==> src/rtl/queue_count_ctrl.sv <==
// queue_count_ctrl
//   Produces the {pcount, tcount} address for the queue wait-time table.
//   pcount tracks customers from the raw entry/exit sensor levels
//   (synchronised, rising-edge detected, saturating at 2**CNT_W-1 and 0).
//   tcount holds the operator-loaded active-teller count (1..3, 0 rejected).
//   upd pulses for one cycle, aligned with the new values, whenever either
//   value changes.
//
//   Optional feature macro: QUEUE_ERR_STICKY_EN
//     Adds err_clr/err. err is a sticky flag set by a saturated entry, a
//     floored exit or a rejected teller load (t_val == 0); err_clr clears
//     it, with set winning over clear in the same cycle.
//
//   Sensor levels already high when rst deasserts must not count. Each
//   sensor therefore has an "armed" flag that is only set once a genuine
//   low sample has come through the synchroniser. The reset zeros inside
//   the synchroniser are not genuine samples, so a shared valid chain
//   marks when real samples reach the synchroniser output.

module queue_count_ctrl #(
   parameter int CNT_W       = 3,
   parameter int SYNC_STAGES = 2,
   parameter int T_RESET     = 1
) (
   input  logic             clk,
   input  logic             rst,
   input  logic             sens_in,
   input  logic             sens_out,
   input  logic             t_load,
   input  logic [1:0]       t_val,
`ifdef QUEUE_ERR_STICKY_EN
   input  logic             err_clr,
   output logic             err,
`endif
   output logic [CNT_W-1:0] pcount,
   output logic [1:0]       tcount,
   output logic             full,
   output logic             empty,
   output logic             upd
);

   localparam logic [CNT_W-1:0] CNT_MAX = {CNT_W{1'b1}};
   localparam logic [CNT_W-1:0] CNT_ONE = {{(CNT_W-1){1'b0}}, 1'b1};
   localparam logic [1:0]       T_INIT  = 2'(T_RESET);

   // Synchroniser, valid, history and arm state
   logic [SYNC_STAGES-1:0] sync_in_q;
   logic [SYNC_STAGES-1:0] sync_out_q;
   logic [SYNC_STAGES-1:0] vld_q;
   logic                   hist_in_q;
   logic                   hist_out_q;
   logic                   arm_in_q;
   logic                   arm_out_q;

   logic                   synced_in;
   logic                   synced_out;
   logic                   smp_vld;
   logic                   inc;
   logic                   dec;

   // Counter and teller state
   logic [CNT_W-1:0]       pcount_q, pcount_d;
   logic [1:0]             tcount_q, tcount_d;
   logic                   full_q,   full_d;
   logic                   empty_q,  empty_d;
   logic                   upd_q,    upd_d;

   assign synced_in  = sync_in_q[SYNC_STAGES-1];
   assign synced_out = sync_out_q[SYNC_STAGES-1];
   assign smp_vld    = vld_q[SYNC_STAGES-1];

   // One count event per rising edge of an armed, synchronised sensor level
   assign inc = synced_in  & ~hist_in_q  & arm_in_q;
   assign dec = synced_out & ~hist_out_q & arm_out_q;

   // Sensor synchronisers, edge-detect history and arming after reset
   // NOTE: sequential state uses non-blocking (<=) so every flop samples
   // the pre-edge values of the others, exactly like the hardware.
   always_ff @(posedge clk or posedge rst) begin
      if (rst) begin
         sync_in_q  <= '0;
         sync_out_q <= '0;
         vld_q      <= '0;
         hist_in_q  <= 1'b0;
         hist_out_q <= 1'b0;
         arm_in_q   <= 1'b0;
         arm_out_q  <= 1'b0;
      end else begin
         sync_in_q  <= {sync_in_q[SYNC_STAGES-2:0],  sens_in};
         sync_out_q <= {sync_out_q[SYNC_STAGES-2:0], sens_out};
         vld_q      <= {vld_q[SYNC_STAGES-2:0], 1'b1};
         hist_in_q  <= synced_in;
         hist_out_q <= synced_out;
         arm_in_q   <= arm_in_q  | (smp_vld & ~synced_in);
         arm_out_q  <= arm_out_q | (smp_vld & ~synced_out);
      end
   end

   // Next-state for people count, teller count, flags and update pulse
   // NOTE: every output of this block gets a default first, so no path
   // leaves a value unassigned and no latch is inferred.
   always_comb begin
      pcount_d = pcount_q;
      tcount_d = tcount_q;

      case ({inc, dec})
         2'b10:   if (!full_q)  pcount_d = pcount_q + CNT_ONE;
         2'b01:   if (!empty_q) pcount_d = pcount_q - CNT_ONE;
         default: pcount_d = pcount_q;  // idle, or one in and one out
      endcase

      if (t_load && (t_val != 2'd0)) begin
         tcount_d = t_val;
      end

      full_d  = (pcount_d == CNT_MAX);
      empty_d = (pcount_d == '0);
      upd_d   = (pcount_d != pcount_q) || (tcount_d != tcount_q);
   end

   // Registered count, teller, flags and update pulse
   always_ff @(posedge clk or posedge rst) begin
      if (rst) begin
         pcount_q <= '0;
         tcount_q <= T_INIT;
         full_q   <= 1'b0;
         empty_q  <= 1'b1;
         upd_q    <= 1'b0;
      end else begin
         pcount_q <= pcount_d;
         tcount_q <= tcount_d;
         full_q   <= full_d;
         empty_q  <= empty_d;
         upd_q    <= upd_d;
      end
   end

   assign pcount = pcount_q;
   assign tcount = tcount_q;
   assign full   = full_q;
   assign empty  = empty_q;
   assign upd    = upd_q;

`ifdef QUEUE_ERR_STICKY_EN
   logic err_q;
   logic err_evt;

   assign err_evt = (inc & ~dec & full_q)
                  | (dec & ~inc & empty_q)
                  | (t_load & (t_val == 2'd0));

   // Sticky error flag: set has priority over clear
   always_ff @(posedge clk or posedge rst) begin
      if (rst) begin
         err_q <= 1'b0;
      end else if (err_evt) begin
         err_q <= 1'b1;
      end else if (err_clr) begin
         err_q <= 1'b0;
      end
   end

   assign err = err_q;
`endif

endmodule

==> config.mk <==
export PLATFORM = sky130hd
export DESIGN_NAME = queue_count_ctrl
export DESIGN_NICKNAME = d
export VERILOG_FILES = /design/src/rtl/queue_count_ctrl.sv
export SDC_FILE = /design/constraint.sdc
export NUM_CORES = 1
export LEC_CHECK = 0
export ABC_AREA = 1
export BUFFER_PORTS_ARGS = -buffer_cell sky130_fd_sc_hd__buf_4
export CAP_MARGIN = 20
export CORE_MARGIN = 2
export CORE_UTILIZATION = 51
export DETAILED_ROUTE_END_ITERATION = 16
export GPL_ROUTABILITY_DRIVEN = 0
export HOLD_SLACK_MARGIN = 0.03
export PLACE_DENSITY = 0.73
export SLEW_MARGIN = 20
export SYNTH_ARGS = -nofsm -noshare
export SYNTH_HDL_FRONTEND = slang
export SYNTH_SLANG_ARGS = --single-unit
==> constraint.sdc <==
create_clock -name clk -period 2.1 [get_ports clk]
set_input_delay 0.105 -clock clk [delete_from_list [all_inputs] [get_ports clk]]
set_output_delay 0.105 -clock clk [all_outputs]
set_load 0.05 [all_outputs]
==> flow_summary.rst, run 1 <==
.. list-table::
   :header-rows: 1

   * - Metric
     - Value
   * - Share of cells above drive strength 1
     - 0.244
   * - Start point of the worst min-delay path
     - t_val[0]
   * - Number of buffers on the longest clock path
     - 2
   * - Post-Synthesis Cells
     - 106
   * - Routed via count
     - 727
   * - Number of DRC markers in iteration 0
     - 24
   * - CTS H-Tree Depth
     - 1
   * - Most frequent cell on the critical path
     - sky130_fd_sc_hd__inv_1
   * - Number of storage elements in the synthesis netlist
     - 18
   * - TritonCTS clock tree
     - done
   * - Hold violation count in the final report
     - 0
   * - Synthesized Nets
     - 117
   * - WHS
     - 0.0561 ns
   * - Cts repair resizes
     - 0
   * - Pin count of the biggest net entering global routing
     - 19
   * - Post-detailed-placement half-perimeter wirelength
     - 1220 um
   * - IO Port Bufs
     - 14
   * - Worst relative slew slack
     - 0.575
   * - Die outline height
     - 45.8 um
   * - Total track usage
     - 0.179
   * - Area growth, synth to finish
     - 21.6%
   * - Post-place setup slack
     - 0.366 ns
   * - Static Leakage
     - 0.590 nW
   * - Crit path max fanout
     - 7
   * - First drt pass iteration count
     - 4
   * - Vias per Instance
     - 5.05
   * - Internal reg-to-reg setup slack
     - 0.36 ns
   * - Detailed-route DRC error count
     - 0
   * - Status
     - finished, final reports clean
   * - Startpoint-to-endpoint class of the critical path
     - register to register
   * - Site row count
     - 15
   * - Final period demand of the worst path
     - 1.74 ns
   * - Reg2reg path depth
     - 9
   * - Standard cell with the maximum stage delay on the critical path
     - sky130_fd_sc_hd__dfrtp_1
   * - Antenna violations before repair
     - 0
   * - Fin Clk Skew
     - 0.00147 ns
   * - Hold endpoint
     - tcount[0]
   * - Clock tree root driver cell
     - sky130_fd_sc_hd__clkbuf_4
   * - Post-CTS setup-driven buffer insertion count
     - 0
   * - Type of origin of the critical path
     - register
   * - Dominant cells by area after synthesis
     - sky130_fd_sc_hd__dfrtp_1 (45%), sky130_fd_sc_hd__nand2_1 (11%), sky130_fd_sc_hd__inv_1 (7.6%), sky130_fd_sc_hd__dfstp_2 (5.9%), sky130_fd_sc_hd__ha_1 (5.6%)
   * - Number of I/O pins
     - 15
   * - Post-layout nets
     - 139
   * - Areal power density over the cells
     - 981 nW/um2
   * - Actual transition at the worst max-transition pin
     - 0.636 ns
   * - Initial cell density of the core
     - 0.528
   * - Path category of the worst min-delay check
     - input port to register
   * - Antenna diode count
     - 0
   * - Post-synthesis area per instance
     - 8.42 um2
   * - Fraction of the cycle the final worst path needs
     - 0.829
   * - Post-layout util
     - 0.642
   * - Cell family with the largest share of critical-path delay
     - simple AND/OR/NAND/NOR gates
   * - Number of distinct library cell variants in the gate-level netlist after synthesis
     - 18
   * - Core footprint
     - 1690 um2
   * - CTS clock-pin slew for the worst setup and hold paths
     - 0.10 ns
   * - Total number of yosys warnings
     - 0
   * - Summed instance area of the synthesized netlist
     - 892 um2
   * - Beginning of the worst register-to-register path
     - sync_in_q[1]
   * - Routed Wire Length
     - 1550 um
   * - Worst Setup End Kind
     - register
   * - Number of max-slew violations in the final report
     - 0
   * - Achievable frequency
     - 0.574 GHz
   * - Hold Crit Depth
     - 3
   * - GR Layer Usage met3
     - 0.0357
   * - Number of nets still failing antenna checks after routing
     - 0
   * - Die width
     - 45.8 um
   * - Final WS setup
     - 0.359 ns
   * - Critical path, cell by cell
     - inv_1 > nor3_1 > inv_1 > ha_1 > inv_1 > nand4_1 > nand2_2 > nor3_2 > nand3_1
   * - Die area
     - 2100 um2
   * - Most used cells in the layout excluding fill and tap cells
     - sky130_fd_sc_hd__nand2_1 (27), sky130_fd_sc_hd__inv_1 (18), sky130_fd_sc_hd__dfrtp_1 (16)
   * - Worst endpoint data arrival time
     - 1.92 ns
   * - Setup TNS
     - 0 ns
   * - Worst setup path startpoint
     - sync_in_q[1]
   * - Final setup vio count
     - 0
   * - # clock sinks
     - 18
   * - Most common cell after layout, fill and taps aside
     - sky130_fd_sc_hd__nand2_1
   * - Average routed wire per standard cell
     - 10.8 um
   * - Endpoint of the lowest-slack register-to-register path
     - upd
   * - Global-route wire length before repair
     - 2660 um
   * - Clock network latency to the later pin of the worst-skew pair
     - 0.29 ns
   * - Slowest Stage Delay on Critical Path
     - 0.37 ns
   * - Number of global-route vias before repair
     - 636
   * - GR Util met1
     - 0.235
   * - Data required time of the worst path
     - 2.28 ns
   * - Sequential cell area fraction in the yosys report
     - 0.508
   * - Cell taking the most area after synthesis
     - sky130_fd_sc_hd__dfrtp_1
   * - Maximum capacitance violations
     - 0
   * - Most congested layer reported by global routing
     - met2
   * - Number of clock buffers inserted by TritonCTS
     - 3
   * - Area share of the leading cell type in the synthesized netlist
     - 0.449
   * - Routing usage on met2
     - 0.287
   * - Largest vdd supply drop
     - 0.556 mV
   * - Buffers & Inverters on Critical Path
     - 3
   * - Leftover overflow at the end of global routing
     - 0
   * - RSZ-0062 raised after global routing
     - no
registers in the layout, summed over array words and instances, names as in the netlist:
register    count
upd             1
sync_out_q      2
arm_in_q        1
pcount          3
hist_out_q      1
full            1
arm_out_q       1
empty           1
hist_in_q       1
tcount          2
vld_q           2
sync_in_q       2
per-stage QoR:
stage	std cells	power, W	instance area [um2]
3_3_place_gp	137	0.000848	1020
4_1_cts	144	0.00107	1080
3_5_place_dp	137	0.000858	1020
6_report	144	0.00106	1080
5_1_grt	144	0.00113	1080
2_1_floorplan	106	0.000744	892
routing by layer:
metal / share of wire / wire (um)
met4: 0.014 / 22
met1: 0.44 / 676
met2: 0.51 / 792
met5: 0 / 0
met3: 0.038 / 59
synthesized netlist by cell type, drive strengths merged:
library cell,count
dfstp,2
o21bai,1
dfrtp,16
nand3,8
nor2,4
ha,4
nand3b,1
o21a,1
inv,21
nand2,32
o21ai,6
nand4,7
nor3,2
conb,1
how the worst max path moves through the flow:
stage	slack (ns)	cells after the start	to
final	0.36	9	upd
after global routing	0.22	10	full
after detailed placement	0.37	9	upd
after global placement	0.46	9	upd
after floorplan	0.46	10	upd
after CTS	0.35	9	upd
cell families (layout without fill, tap and decap cells):
group                    Yosys count  count (layout)  synth area share
buffers and inverters             21              42            0.0884
other                              1               1           0.00420
adder cells (fa/ha/maj)            4               4            0.0561
flip-flops                        18              18             0.508
AO/OA/AOI/OAI                      8               8            0.0547
AND/OR/NAND/NOR                   54              54             0.289
worst register-to-register path, stage by stage (launching register included):
cell,delay [ns]
sky130_fd_sc_hd__dfrtp_1,0.37
sky130_fd_sc_hd__inv_1,0.05
sky130_fd_sc_hd__nor3_1,0.24
sky130_fd_sc_hd__inv_1,0.08
sky130_fd_sc_hd__ha_1,0.33
sky130_fd_sc_hd__inv_1,0.13
sky130_fd_sc_hd__nand4_1,0.13
sky130_fd_sc_hd__nand2_2,0.06
sky130_fd_sc_hd__nor3_2,0.16
sky130_fd_sc_hd__nand3_1,0.08
timing repair:
action / in CTS / in global routing
setup endpoints to repair: 0 / 0
endpoints found under the hold margin: 18 / 0
hold buffers: 3 / 0
cell type report:
| class | count | area, um2 |
|---|---|---|
| Clock buffer | 4 | 36.3 |
| Fill cell | 146 | 604 |
| Inverter | 21 | 78.8 |
| Multi-Input combinational cell | 67 | 360 |
| Sequential cell | 18 | 453 |
| Tap cell | 17 | 21.3 |
| Timing Repair Buffer | 17 | 135 |
power breakdown:
part	switching [W]	leakage, nW	internal, W
clock network	0.000105	0.0210	0.000106
registers	0.0000407	0.208	0.000399
logic	0.000282	0.361	0.000132
total	0.000427	0.590	0.000636
Power figures use the tool's default switching activity.
==> inputs of run 2 (changes only) <==
--- a/config.mk
+++ b/config.mk
@@ -5,7 +5,7 @@
 export SDC_FILE = /design/constraint.sdc
 export NUM_CORES = 1
 export LEC_CHECK = 0
-export ABC_AREA = 1
+export ABC_AREA = 0
 export BUFFER_PORTS_ARGS = -buffer_cell sky130_fd_sc_hd__buf_4
 export CAP_MARGIN = 20
 export CORE_MARGIN = 2
@@ -13,7 +13,7 @@
 export DETAILED_ROUTE_END_ITERATION = 16
 export GPL_ROUTABILITY_DRIVEN = 0
 export HOLD_SLACK_MARGIN = 0.03
-export PLACE_DENSITY = 0.73
+export PLACE_DENSITY = 0.74
 export SLEW_MARGIN = 20
 export SYNTH_ARGS = -nofsm -noshare
 export SYNTH_HDL_FRONTEND = slang
==> constraint.sdc (replaced) <==
create_clock -name clk -period 1.75 [get_ports clk]
set_input_delay 0.0875 -clock clk [delete_from_list [all_inputs] [get_ports clk]]
set_output_delay 0.0875 -clock clk [all_outputs]
set_load 0.05 [all_outputs]
==> run 2 against run 1 <==
Effect of this change:
- the run now ends with negative setup slack left
- register-to-register slack got worse by 0.40 ns
- fmax down 2.9%
- sequential cell count stayed put
- clock skew up 0.0064 ns
- design area grew 6.8%
- final cell count is 16% lower
==> flow_summary.rst, run 2 <==
.. list-table::
   :header-rows: 1

   * - Metric
     - Value
   * - Internal power
     - 0.000787 W (+24%)
   * - Post-synth top cells
     - sky130_fd_sc_hd__dfrtp_1 (16), sky130_fd_sc_hd__nand2_1 (11), sky130_fd_sc_hd__inv_1 (7)
   * - Number of storage elements in the synthesis netlist
     - 18 (unchanged)
   * - Area share of the leading cell type in the synthesized netlist
     - 0.482 (+0.0331)
   * - Sequential Area
     - 455 um2 (+0.55%)
   * - Global-route wire length before repair
     - 2800 um (+5.5%)
   * - Most used cells in the layout excluding fill and tap cells
     - sky130_fd_sc_hd__buf_4 (20), sky130_fd_sc_hd__dfrtp_1 (14), sky130_fd_sc_hd__nand2_1 (10)
   * - Antenna diode count
     - 0 (unchanged)
   * - Seq pwr share
     - 0.422 (+0.009)
   * - Maximum capacitance violations
     - 0 (unchanged)
   * - Cell taking the most area after synthesis
     - sky130_fd_sc_hd__dfrtp_1
   * - Initial cell density of the core
     - 0.545 (+0.0170)
   * - Number of buffers on the longest clock path
     - 2 (unchanged)
   * - CTS clock-pin slew for the worst setup and hold paths
     - 0.10 ns (about the same)
   * - Number of DRC markers in iteration 0
     - 7 (-71%)
   * - Dominant register cell in the synthesized netlist
     - sky130_fd_sc_hd__dfrtp_1
   * - TritonCTS clock tree
     - done
   * - Number of nets still failing antenna checks after routing
     - 0 (unchanged)
   * - Leftover overflow at the end of global routing
     - 0 (unchanged)
   * - # clock sinks
     - 18 (unchanged)
   * - Hold endpoint
     - tcount[0]
   * - Sw power
     - 0.000454 W (+6.2%)
   * - Core footprint
     - 1520 um2 (-9.8%)
   * - Number of max-slew violations in the final report
     - 0 (unchanged)
   * - Die width
     - 44.4 um (-3.2%)
   * - Summed instance area of the synthesized netlist
     - 831 um2 (-6.9%)
   * - Clock power frac
     - 0.196 (-0.002)
   * - Hold violation count in the final report
     - 0 (unchanged)
   * - Part of the total power dissipated in combinational logic
     - 0.381 (-0.008)
   * - Final period demand of the worst path
     - 1.79 ns (+0.0518 ns)
   * - Post-detailed-placement half-perimeter wirelength
     - 1120 um (-8.1%)
   * - Fin Clk Skew
     - 0.00785 ns (+0.00637 ns)
   * - Site row count
     - 14 (-1)
   * - IO Port Bufs
     - 14 (unchanged)
   * - Dominant cells by area after synthesis
     - sky130_fd_sc_hd__dfrtp_1 (48%), sky130_fd_sc_hd__dfstp_2 (6.3%), sky130_fd_sc_hd__ha_1 (6.0%), sky130_fd_sc_hd__nand2_1 (5.0%), sky130_fd_sc_hd__a21o_1 (4.5%)
   * - Critical path, cell by cell
     - nand2_2 > nor2_4 > inv_2 > ha_4 > and3b_1 > buf_4 > o21bai_1 > nand2_1 > and3_1
   * - Start point of the worst min-delay path
     - t_load
   * - Number of enable flip-flop cells after synthesis
     - 0 (unchanged)
   * - Violations in the final reports
     - negative setup slack
   * - Internal reg-to-reg setup slack
     - -0.04 ns (-0.40 ns)
   * - Worst endpoint data arrival time
     - 1.98 ns (+0.06 ns)
   * - Post-Synthesis Cells
     - 75 (-29%)
   * - Flip-flop count of the largest register after layout
     - 3 (unchanged)
   * - Sequential cell area fraction in the yosys report
     - 0.545 (+0.0375)
   * - Standard cell with the maximum stage delay on the critical path
     - sky130_fd_sc_hd__dfrtp_1
   * - Share of cells above drive strength 1
     - 0.400 (+0.156)
   * - Die area
     - 1970 um2 (-6.3%)
   * - Type of origin of the critical path
     - register
   * - Final WS setup
     - -0.0427 ns (-0.402 ns)
   * - Post-layout nets
     - 117 (-16%)
   * - Average routed wire per standard cell
     - 13.7 um (+28%)
   * - Areal power density over the cells
     - 1070 nW/um2 (+9.2%)
   * - Total track usage
     - 0.198 (+0.0184)
   * - Buffers & Inverters on Critical Path
     - 2 (-1)
   * - Layout filler cell count
     - 96 (-34%)
   * - Hold Crit Depth
     - 3 (unchanged)
   * - Cell with the most instances after synthesis
     - sky130_fd_sc_hd__dfrtp_1
   * - Antenna violations before repair
     - 0 (unchanged)
   * - Startpoint-to-endpoint class of the critical path
     - register to register
   * - Achievable frequency
     - 0.558 GHz (-2.9%)
   * - First drt pass iteration count
     - 4 (unchanged)
   * - Cell family with the largest share of critical-path delay
     - simple AND/OR/NAND/NOR gates
   * - Number of distinct library cell variants in the gate-level netlist after synthesis
     - 29 (+11)
   * - Slowest Stage Delay on Critical Path
     - 0.40 ns (+0.03 ns)
   * - Static Leakage
     - 0.547 nW (-7.3%)
   * - Detailed-route DRC error count
     - 0 (unchanged)
   * - Async set-reset flop share out of synthesis
     - 1.00 (unchanged)
   * - Worst Setup End Kind
     - register
   * - Post-synthesis area per instance
     - 11.1 um2 (+32%)
   * - Most common cell after layout, fill and taps aside
     - sky130_fd_sc_hd__buf_4
   * - Clock network latency to the later pin of the worst-skew pair
     - 0.28 ns (about the same)
   * - Path category of the worst min-delay check
     - input port to register
   * - Largest vdd supply drop
     - 0.761 mV (+37%)
   * - Post-place setup slack
     - -0.0417 ns (-0.408 ns)
   * - Data required time of the worst path
     - 1.94 ns (-0.34 ns)
   * - Routed via count
     - 646 (-11%)
   * - Total number of yosys warnings
     - 0 (unchanged)
   * - Endpoint of the lowest-slack register-to-register path
     - full
   * - Area growth, synth to finish
     - 39.5%
   * - Die outline height
     - 44.4 um (-3.2%)
   * - Worst relative slew slack
     - 0.579 (+0.00371)
   * - Power Total
     - 0.00124 W (+17%)
   * - Area of the multi-input gates
     - 409 um2 (+14%)
   * - RSZ-0062 raised after global routing
     - yes
   * - Crit path max fanout
     - 5 (-2)
   * - Number of clock buffers inserted by TritonCTS
     - 3 (unchanged)
   * - Routed Wire Length
     - 1660 um (+7.3%)
   * - Final setup vio count
     - 1 (+1)
   * - Clock tree root driver cell
     - sky130_fd_sc_hd__clkbuf_4
   * - Vias per Instance
     - 5.34 (+5.7%)
   * - Net switching share of the total power
     - 0.366 (-0.0359)
   * - CTS H-Tree Depth
     - 1 (unchanged)
   * - Pin count of the biggest net entering global routing
     - 19 (unchanged)
   * - Beginning of the worst register-to-register path
     - sync_out_q[1]
   * - Number of global-route vias before repair
     - 664 (+4.4%)
   * - Status
     - finished with violations
   * - Actual transition at the worst max-transition pin
     - 0.631 ns (-0.00556 ns)
   * - Synthesized Nets
     - 86 (-26%)
   * - Reg2reg path depth
     - 9 (unchanged)
   * - Fraction of the cycle the final worst path needs
     - 1.02 (+0.195)
   * - Number of I/O pins
     - 15 (unchanged)
-- run 2: power groups by stage --
stage	clock network [W]	logic [W]	registers, W
after global placement	0	0.000414	0.000524
after floorplan	0	0.000147	0.000666
after detailed placement	0	0.000423	0.000527
final	0.000244	0.000473	0.000524
after CTS	0.000251	0.000448	0.000519
after global routing	0.000268	0.000511	0.000531
-- run 2: cell type report --
class / count / area share
sequential: 18 / 0.393
multi-input combinational: 50 / 0.353
timing repair buffer: 26 / 0.183
clock buffer: 4 / 0.0313
inverter: 7 / 0.0227
tap: 16 / 0.0173
-- run 2: repair_timing --
item,in CTS,in global routing
resized for setup,6,6
hold endpoints to repair,20,0
setup endpoints to repair,2,4
hold buffers,5,0
pin swaps,0,7
buffers inserted,2,1
-- run 2: metrics by stage --
stage	utilization	instances	hold slack, ns	setup TNS (ns)	area [um2]
3_3_place_gp	0.650	109	0.197	-0.000393	991
4_1_cts	0.738	120	0.0304	0	1120
5_1_grt	0.760	121	0.0382	-0.427	1160
6_report	0.760	121	0.0397	-0.0427	1160
2_1_floorplan	-	75	0.0245	-0.0331	836
3_5_place_dp	0.650	109	0.198	-0.0692	991
-- run 2: routing by layer --
metal  vias up  GRT usage  part of all wire
li1        318          -                 -
met1       308      0.260              0.43
met2        16      0.338              0.53
met3         4     0.0122             0.026
met4         0     0.0909             0.019
met5         -          0                 0
-- run 2: worst max path at each step --
stage                     cells past startpoint    to  slack, ns           from
after global placement                        8  full    -0.0004   sync_in_q[1]
after global routing                          9  full      -0.18  sync_out_q[1]
after CTS                                     8   upd       0.01  sync_out_q[1]
final                                         9  full      -0.04  sync_out_q[1]
after detailed placement                      8  full      -0.04   sync_in_q[1]
after floorplan                               6   upd      -0.03      pcount[0]
-- run 2: kinds of logic after synthesis --
family	Yosys count	synth area share
buf+inv	7	0.0316
compound gates	16	0.152
mux	1	0.0166
other cells	1	0.00451
fa+ha+maj	4	0.0602
flops	18	0.545
simple gates	28	0.190
-- run 2: worst reg2reg max path: stages, from the launching register on --
cell and delay, ns:
sky130_fd_sc_hd__dfrtp_1 0.40, sky130_fd_sc_hd__nand2_2 0.08, sky130_fd_sc_hd__nor2_4 0.16, sky130_fd_sc_hd__inv_2 0.06
sky130_fd_sc_hd__ha_4 0.17, sky130_fd_sc_hd__and3b_1 0.17, sky130_fd_sc_hd__buf_4 0.13, sky130_fd_sc_hd__o21bai_1 0.18
sky130_fd_sc_hd__nand2_1 0.14, sky130_fd_sc_hd__and3_1 0.19
==> inputs of run 3 (changes only) <==
--- a/config.mk
+++ b/config.mk
@@ -14,6 +14,7 @@
 export GPL_ROUTABILITY_DRIVEN = 0
 export HOLD_SLACK_MARGIN = 0.03
 export PLACE_DENSITY = 0.74
+export SKIP_CTS_REPAIR_TIMING = 1
 export SLEW_MARGIN = 20
 export SYNTH_ARGS = -nofsm -noshare
 export SYNTH_HDL_FRONTEND = slang
==> run 3 against run 2 <==
Effect of this change:
- final cell count unchanged
- largest cell class unchanged
- clock skew decreased by 0.0040 ns
- highest routed layer unchanged
- combinational power increased by 0.8%
- die area unchanged
- the flow now finishes without violations
- critical path type unchanged
- critical endpoint is now empty
- hold slack got worse by 0.010 ns
==> flow_summary.rst, run 3 (synthesis results as in run 2) <==
.. list-table::
   :header-rows: 1

   * - Metric
     - Value
   * - Status
     - finished, final reports clean
   * - Routed Wire Length
     - 1580 um (-5.2%)
   * - Flip-flop count of the largest register after layout
     - 3 (unchanged)
   * - Seq pwr share
     - 0.422 (about the same)
   * - Number of buffers on the longest clock path
     - 2 (unchanged)
   * - Die area
     - 1970 um2 (unchanged)
   * - Part of the total power dissipated in combinational logic
     - 0.384 (+0.003)
   * - RSZ-0062 raised after global routing
     - yes
   * - Worst endpoint data arrival time
     - 1.95 ns (-0.03 ns)
   * - Fraction of the cycle the final worst path needs
     - 0.995 (-0.0298)
   * - Number of global-route vias before repair
     - 596 (-10%)
   * - Number of DRC markers in iteration 0
     - 4 (-3)
   * - Worst setup path startpoint
     - sync_out_q[1]
   * - Post-detailed-placement half-perimeter wirelength
     - 1120 um (unchanged)
   * - Detailed-route DRC error count
     - 0 (unchanged)
   * - Static Leakage
     - 0.548 nW (+0.22%)
   * - Placed cell count
     - 109 (unchanged)
   * - Achievable frequency
     - 0.575 GHz (+3.0%)
   * - Antenna violations before repair
     - 0 (unchanged)
   * - Internal reg-to-reg setup slack
     - 0.009 ns (+0.05 ns)
   * - Initial cell density of the core
     - 0.545 (unchanged)
   * - Start point of the worst min-delay path
     - t_val[1]
   * - CTS H-Tree Depth
     - 1 (unchanged)
   * - Clock network latency to the later pin of the worst-skew pair
     - 0.28 ns (about the same)
   * - Die outline height
     - 44.4 um (unchanged)
   * - Post-layout util
     - 0.755 (-0.00575)
   * - IO Port Bufs
     - 14 (unchanged)
   * - Final period demand of the worst path
     - 1.74 ns (-0.0521 ns)
   * - Total track usage
     - 0.176 (-0.0218)
   * - WHS
     - 0.0297 ns (-0.0100 ns)
   * - Actual transition at the worst max-transition pin
     - 0.639 ns (+0.00854 ns)
   * - Fin Clk Skew
     - 0.00380 ns (-0.00404 ns)
   * - Routed via count
     - 624 (-3.4%)
   * - Area growth, synth to finish
     - 38.4%
   * - Antenna diode count
     - 0 (unchanged)
   * - Post-route non-filler standard cell count
     - 121 (unchanged)
   * - Global-route wire length before repair
     - 2480 um (-11%)
   * - Number of I/O pins
     - 15 (unchanged)
   * - Site row count
     - 14 (unchanged)
   * - Vias per Instance
     - 5.16 (-3.4%)
   * - Core footprint
     - 1520 um2 (unchanged)
   * - Maximum capacitance violations
     - 0 (unchanged)
   * - Worst relative slew slack
     - 0.573 (-0.00570)
   * - TritonCTS clock tree
     - done
   * - Most common cell after layout, fill and taps aside
     - sky130_fd_sc_hd__buf_4
   * - Number of max-slew violations in the final report
     - 0 (unchanged)
   * - Type of origin of the critical path
     - register
   * - Die width
     - 44.4 um (unchanged)
   * - Setup TNS
     - 0 ns (+0.0427 ns)
   * - Share of cells above drive strength 1
     - 0.410 (+0.00952)
   * - Net switching share of the total power
     - 0.361 (-0.00465)
   * - CTS clock-pin slew for the worst setup and hold paths
     - 0.10 ns (about the same)
   * - Internal power
     - 0.000793 W (+0.80%)
   * - Power Total
     - 0.00124 W (about the same)
   * - Post-layout nets
     - 117 (unchanged)
   * - Clock tree root driver cell
     - sky130_fd_sc_hd__clkbuf_4
   * - Largest vdd supply drop
     - 0.753 mV (-1.0%)
   * - Average routed wire per standard cell
     - 13.0 um (-5.2%)
   * - Number of clock buffers inserted by TritonCTS
     - 3 (unchanged)
   * - Worst Setup End Kind
     - register
   * - Hold violation count in the final report
     - 0 (unchanged)
   * - # clock sinks
     - 18 (unchanged)
   * - Data required time of the worst path
     - 1.96 ns (+0.02 ns)
   * - Areal power density over the cells
     - 1080 nW/um2 (+0.83%)
   * - First drt pass iteration count
     - 3 (-1)
   * - Leftover overflow at the end of global routing
     - 0 (unchanged)
   * - Beginning of the worst register-to-register path
     - sync_out_q[1]
   * - Final setup vio count
     - 0 (-1)
   * - Crit path max fanout
     - 5 (unchanged)
   * - Pin count of the biggest net entering global routing
     - 19 (unchanged)
   * - Path category of the worst min-delay check
     - input port to register
   * - Most used cells in the layout excluding fill and tap cells
     - sky130_fd_sc_hd__buf_4 (23), sky130_fd_sc_hd__dfrtp_1 (14), sky130_fd_sc_hd__nand2_1 (10)
   * - Number of nets still failing antenna checks after routing
     - 0 (unchanged)
   * - Startpoint-to-endpoint class of the critical path
     - register to register
   * - Clock power frac
     - 0.194 (-0.002)
   * - Sw power
     - 0.000448 W (-1.2%)
run 3: cell count changes in the layout (fill, tap and decap cells not counted):
| cell | before | now |
|---|---|---|
| sky130_fd_sc_hd__inv_2 | 1 | 0 |
| sky130_fd_sc_hd__buf_4 | 20 | 23 |
| sky130_fd_sc_hd__inv_1 | 6 | 7 |
| sky130_fd_sc_hd__o21ai_1 | 1 | 0 |
| sky130_fd_sc_hd__buf_6 | 1 | 0 |
| sky130_fd_sc_hd__o21ai_0 | 2 | 3 |
| sky130_fd_sc_hd__dlygate4sd3_1 | 5 | 3 |
run 3: critical path, stage by stage (launching register included):
cell,delay (ns)
sky130_fd_sc_hd__dfrtp_1,0.43
sky130_fd_sc_hd__nand2_2,0.09
sky130_fd_sc_hd__nor2_4,0.04
sky130_fd_sc_hd__buf_4,0.13
sky130_fd_sc_hd__ha_4,0.25
sky130_fd_sc_hd__a221o_2,0.32
sky130_fd_sc_hd__nand2_1,0.09
sky130_fd_sc_hd__o31ai_2,0.08
sky130_fd_sc_hd__buf_4,0.14
sky130_fd_sc_hd__nor3_2,0.10
run 3: per-layer routing:
layer / wire length, um / share of wire / up-vias / track usage
met3: 51 / 0.032 / 2 / 0.0122
met2: 815 / 0.52 / 12 / 0.297
li1: - / - / 314 / -
met1: 701 / 0.44 / 296 / 0.229
met4: 8 / 0.0051 / 0 / 0.0909
met5: 0 / 0 / - / 0
run 3: cell type report:
type / count / area (um2)
flip-flops and latches: 18 / 455
repair buffers: 26 / 203
well taps: 16 / 20.0
clock buffers: 4 / 36.3
inverters: 7 / 26.3
multi-input cells: 50 / 409
fillers: 101 / 374
run 3: final timing paths:
| kind | to | depth (start not counted) |
|---|---|---|
| min in group asynchronous | tcount[1] | 3 |
| max in group asynchronous | pcount[1] | 3 |
| max | empty | 9 |
| max reg2reg | empty | 9 |
| min | tcount[1] | 3 |
| min reg2reg | sync_in_q[1] | 0 |
run 3: through the flow:
stage                     setup slack, ns  cell area (um2)
after floorplan                   -0.0331              836
after global placement          -0.000393              991
after detailed placement          -0.0417              991
after CTS                         -0.0650             1030
after global routing              -0.0929             1150
final                             0.00948             1150
run 3: power by group through the flow:
stage,logic (W),registers (W),clock network [W]
6_report,0.000477,0.000524,0.000241
5_1_grt,0.000514,0.000531,0.000269
4_1_cts,0.000423,0.000519,0.000251
3_5_place_dp,0.000423,0.000527,0
3_3_place_gp,0.000414,0.000524,0
2_1_floorplan,0.000147,0.000666,0
